[src/rtl/apb_slave.sv]
// apb_slave: APB3 completer with a word-indexed register file, programmable wait states
// and an error response for out-of-range indices.
module apb_slave #(
    parameter int DEPTH       = 16,
    parameter int WAIT_CYCLES = 1
) (
    input  logic        clk,
    input  logic        rstn,
    input  logic        psel,
    input  logic        penable,
    input  logic        pwrite,
    input  logic [31:0] paddr,
    input  logic [31:0] pwdata,
    output logic [31:0] prdata,
    output logic        pready,
    output logic        pslverr
);
    localparam int IW = $clog2(DEPTH);

    typedef enum logic [1:0] {IDLE, WAIT, DONE} state_t;

    state_t        state, state_nx;
    logic [31:0]   regs [DEPTH];
    logic [3:0]    cnt, cnt_nx;
    logic [IW-1:0] idx, idx_nx, sel_idx;
    logic          wr, wr_nx, ok, ok_nx, sel_wr, sel_ok, in_range, fin, we;
    logic          pready_nx, pslverr_nx;
    logic [31:0]   prdata_nx;

    assign in_range = (paddr >> IW) == 32'd0;
    // With zero wait states the response is built on the setup edge, before anything is latched
    assign sel_idx  = (state == IDLE) ? paddr[IW-1:0] : idx;
    assign sel_wr   = (state == IDLE) ? pwrite : wr;
    assign sel_ok   = (state == IDLE) ? in_range : ok;

    always_comb begin
        state_nx   = state;
        cnt_nx     = cnt;
        idx_nx     = idx;
        wr_nx      = wr;
        ok_nx      = ok;
        fin        = 1'b0;
        we         = 1'b0;
        pready_nx  = pready;
        pslverr_nx = pslverr;
        prdata_nx  = prdata;
        case (state)
            IDLE: if (psel && !penable) begin
                wr_nx    = pwrite;
                idx_nx   = paddr[IW-1:0];
                ok_nx    = in_range;
                cnt_nx   = 4'(WAIT_CYCLES);
                fin      = (WAIT_CYCLES == 0);
                state_nx = fin ? DONE : WAIT;
            end
            WAIT: if (!psel) begin
                state_nx = IDLE;
            end else if (penable) begin
                cnt_nx   = cnt - 4'd1;
                fin      = (cnt == 4'd1);
                state_nx = fin ? DONE : WAIT;
            end
            DONE: if (!psel || penable) begin
                we         = psel && wr && ok;
                state_nx   = IDLE;
                pready_nx  = 1'b0;
                pslverr_nx = 1'b0;
                prdata_nx  = '0;
            end
            default: state_nx = IDLE;
        endcase
        if (fin) begin
            pready_nx  = 1'b1;
            pslverr_nx = !sel_ok;
            prdata_nx  = (!sel_wr && sel_ok) ? regs[sel_idx] : '0;
        end
    end

    always_ff @(posedge clk or negedge rstn) begin
        if (!rstn) begin
            state   <= IDLE;
            cnt     <= '0;
            idx     <= '0;
            wr      <= 1'b0;
            ok      <= 1'b0;
            pready  <= 1'b0;
            pslverr <= 1'b0;
            prdata  <= '0;
            for (int i = 0; i < DEPTH; i++) regs[i] <= '0;
        end else begin
            state   <= state_nx;
            cnt     <= cnt_nx;
            idx     <= idx_nx;
            wr      <= wr_nx;
            ok      <= ok_nx;
            pready  <= pready_nx;
            pslverr <= pslverr_nx;
            prdata  <= prdata_nx;
            if (we) regs[idx] <= pwdata;
        end
    end
endmodule
[config.mk]
export PLATFORM = sky130hd
export DESIGN_NAME = apb_slave
export DESIGN_NICKNAME = d
export VERILOG_FILES = /design/src/rtl/apb_slave.sv
export SDC_FILE = /design/constraint.sdc
export NUM_CORES = 1
export LEC_CHECK = 0
export CAP_MARGIN = 20
export CORE_MARGIN = 2
export CORE_UTILIZATION = 45
export CTS_BUF_LIST = sky130_fd_sc_hd__clkbuf_2 sky130_fd_sc_hd__clkbuf_4 sky130_fd_sc_hd__clkbuf_8
export CTS_CLUSTER_SIZE = 20
export DETAILED_ROUTE_END_ITERATION = 10
export GPL_TIMING_DRIVEN = 0
export REMOVE_ABC_BUFFERS = 1
export SETUP_SLACK_MARGIN = 0.3
export SYNTH_ARGS = -nofsm -noshare
export SYNTH_HDL_FRONTEND = slang
export SYNTH_SLANG_ARGS = --single-unit
export TNS_END_PERCENT = 10
[constraint.sdc]
create_clock -name clk -period 2.7 [get_ports clk]
set_input_delay 0.675 -clock clk [delete_from_list [all_inputs] [get_ports clk]]
set_output_delay 0.675 -clock clk [all_outputs]
set_load 0.05 [all_outputs]
==> impl_metrics.env, run 1 <==
export IMPL_outcome="finished, final reports clean"
export IMPL_cts_max_level=3
export IMPL_syn2layout_area_growth_pct=20.75
export IMPL_drc=0
export IMPL_vdd_drop_max_mv=0.3861
export IMPL_worstPathArrival_ns=3.12
export IMPL_place_congestion=0.7726
export IMPL_antenna_found_initial=5
export IMPL_yosys_warnings=0
export IMPL_p_per_area_nw_per_um2=691.8
export IMPL_p_leak_nw=14.97
export IMPL_overflow=0
export IMPL_drt_pass1_iterations=5
export IMPL_wl_per_cell_um=24.10
export IMPL_die_height_um=241.8
export IMPL_end_kind="flop"
export IMPL_synth_seq_cells=558
export IMPL_setup_slack_ns=0.1444
export IMPL_die_area_um2=58470
export IMPL_cts_buffers=95
export IMPL_std_cell_rows=87
export IMPL_slew_violations=0
export IMPL_grt_setup_unrepaired="yes"
export IMPL_cts_root_buf="clkbuf_8"
export IMPL_place_area_um2=27820
export IMPL_netlist_instances=2172
export IMPL_seq_area_frac_synth=0.5487
export IMPL_hold_viol_final=0
export IMPL_clk_latency_ns=0.70
export IMPL_grt_max_degree=116
export IMPL_portBuffers=102
export IMPL_synth_top_family_by_area="multiplexers"
export IMPL_slew_headroom=0.3315
export IMPL_num_vias=18240
export IMPL_ios=103
export IMPL_stdcell_area_um2=30730
export IMPL_place_ws_ns=-1.224
export IMPL_synthAdderAreaFrac=0.0009833
export IMPL_setup_viol=0
export IMPL_min_period_ns=2.556
export IMPL_die_w_um=241.8
export IMPL_dp_hpwl_mm=40.93
export IMPL_synth_compound_area_frac=0.04327
export IMPL_cap_viol_max_count=0
export IMPL_fin_skew_ns=0.02393
export IMPL_async_flop_share=1.000
export IMPL_tns_ns=0
export IMPL_start_util=0.4531
export IMPL_drive_above_1_share=0.3362
export IMPL_cts_buffer_depth=3
export IMPL_yosys_most_used_dff="dfrtp_1"
export IMPL_drt_iter0_drc=1389
export IMPL_final_common_cell="dfrtp_1"
export IMPL_syn_area_um2=25450
export IMPL_utilization=0.5471
export IMPL_timing_final_crit_share=0.9465
export IMPL_crit_type="flop to flop"
export IMPL_syn_area_per_cell_um2=11.72
export IMPL_cts_tree="yes"
export IMPL_worst_pin_slew_ns=1.003
export IMPL_n_fill_cell=4751
export IMPL_track_usage=0.2495
export IMPL_synthMuxAreaShare=0.2347
export IMPL_final_cell_mix="553 x dfrtp_1, 448 x mux2_2, 394 x nand2_1"
export IMPL_synth_simple_gate_area_share=0.1330
export IMPL_synthDistinctLibCells=51
export IMPL_worst_path_max_fanout=19
export IMPL_min_path_type="flop to flop"
export IMPL_clk_pin_slew_ns=0.07
export IMPL_cp_required_ns=3.26
export IMPL_grt_pass1_vias=18510
export IMPL_viasPerCell=5.848
export IMPL_cp_start_kind="flop"
export IMPL_ant_nets=0
export IMPL_synth_edf_count=0
export IMPL_drt_total_wl_mm=75.17
export IMPL_max_freq_ghz=0.3913
export IMPL_nets=2359
export IMPL_grt_first_pass_wirelength_mm=112.2
export IMPL_synth_xor_area_share=0.0003442
export IMPL_cts_sinks=558
export IMPL_core_area_um2=56170
-- layout make-up --
type,count,area (µm²),area share
Timing Repair Buffer,196,2823,0.09186
Clock buffer,162,2042,0.06645
Tap cell,756,945.9,0.03078
Inverter,6,22.52,0.0007329
Clock inverter,9,57.56,0.001873
Sequential cell,558,13970,0.4546
Antenna cell,1,2.502,0.00008144
Multi-Input combinational cell,1431,10870,0.3536
-- metrics by stage --
step	instances	hold slack [ns]	total power, W
2_1_floorplan	1991	0.3794	0.01081
3_3_place_gp	2849	0.4653	0.01244
3_5_place_dp	2903	0.4700	0.01272
4_1_cts	3100	0.4406	0.02110
5_1_grt	3118	0.4714	0.02207
6_report	3119	0.4703	0.02126
-- routing by layer --
| metal | vias up | global-route usage | wire, µm |
|---|---|---|---|
| li1 | 7934 | - | - |
| met2 | 690 | 0.3879 | 33920 |
| met5 | - | 0 | 30 |
| met1 | 9442 | 0.3515 | 33420 |
| met4 | 4 | 0.07789 | 2346 |
| met3 | 170 | 0.05172 | 5442 |
-- report_power, final --
part / internal (W) / switching, W / total, W
clock network: 0.00474 / 0.00347 / 0.00821
registers: 0.00859 / 0.000241 / 0.00883
logic: 0.00129 / 0.00293 / 0.00422
-- sequential cells by signal (all words and copies together), names as in the netlist --
register and flops:
regs 512, prdata 32, cnt 4, idx 4
state 2, ok 1, pready 1, pslverr 1
wr 1
-- path summary, 6_finish.rpt --
kind	from	end	slack (ns)	depth (start not counted)
worst max-delay path	wr	regs[388]	0.14	5
worst min-delay path	prdata[28]	prdata[28]	0.47	2
worst max register to register	wr	regs[388]	0.14	5
worst min register to register	prdata[28]	prdata[28]	0.47	2
max in group asynchronous	rstn	regs[51]	0.80	4
min in group asynchronous	rstn	regs[104]	0.51	2
-- synthesized netlist by cell type, types with 3 or more instances --
cell / count / area (µm²)
dfrtp_1: 558 / 13960
mux2_2: 477 / 5371
nand2_1: 404 / 1516
nand3_1: 149 / 745.7
buf_2: 93 / 465.5
clkbuf_1: 54 / 202.7
and3_1: 52 / 325.3
nand4_1: 52 / 325.3
nor2_1: 52 / 195.2
a211oi_1: 50 / 375.4
a31oi_1: 50 / 312.8
mux2_1: 40 / 450.4
buf_4: 20 / 150.1
mux2i_1: 15 / 150.1
a32oi_1: 14 / 122.6
o2111ai_1: 14 / 122.6
buf_6: 13 / 146.4
nor4_1: 8 / 50.05
a21oi_1: 5 / 25.02
inv_1: 5 / 18.77
nor2b_1: 3 / 18.77
o21ai_0: 3 / 15.01
or3_1: 3 / 18.77
-- critical path, stage by stage (launching register included) --
cell	delay (ns)
dfrtp_1	0.40
nand4_1	0.28
nor4_4	0.56
nand3_4	0.49
buf_16	0.35
mux2_1	0.33
-- what timing repair did --
| action | in CTS | in global routing |
|---|---|---|
| cloned | 8 | 7 |
| resized for setup | 97 | 9 |
| buffers inserted | 17 | 11 |
| endpoints found under the setup margin | 577 | 201 |
| hold buffers | 1 | 0 |
| pin swaps | 11 | 3 |
| endpoints found under the hold margin | 42 | 0 |
-- kinds of logic after synthesis --
family | count (synthesis)
XOR/XNOR | 1
AO/OA/AOI/OAI | 148
multiplexers | 532
AND/OR/NAND/NOR | 744
buffers and inverters | 187
flip-flops | 558
adder cells (fa/ha/maj) | 2
Power figures use the tool's default switching activity.
==> run 2: changes to the inputs <==
--- a/config.mk
+++ b/config.mk
@@ -5,6 +5,7 @@
 export SDC_FILE = /design/constraint.sdc
 export NUM_CORES = 1
 export LEC_CHECK = 0
+export ABC_CLOCK_PERIOD_IN_PS = 2700
 export CAP_MARGIN = 20
 export CORE_MARGIN = 2
 export CORE_UTILIZATION = 45
==> results of run 2 <==
Final layout, timing and power as in run 1 (identical DEF).
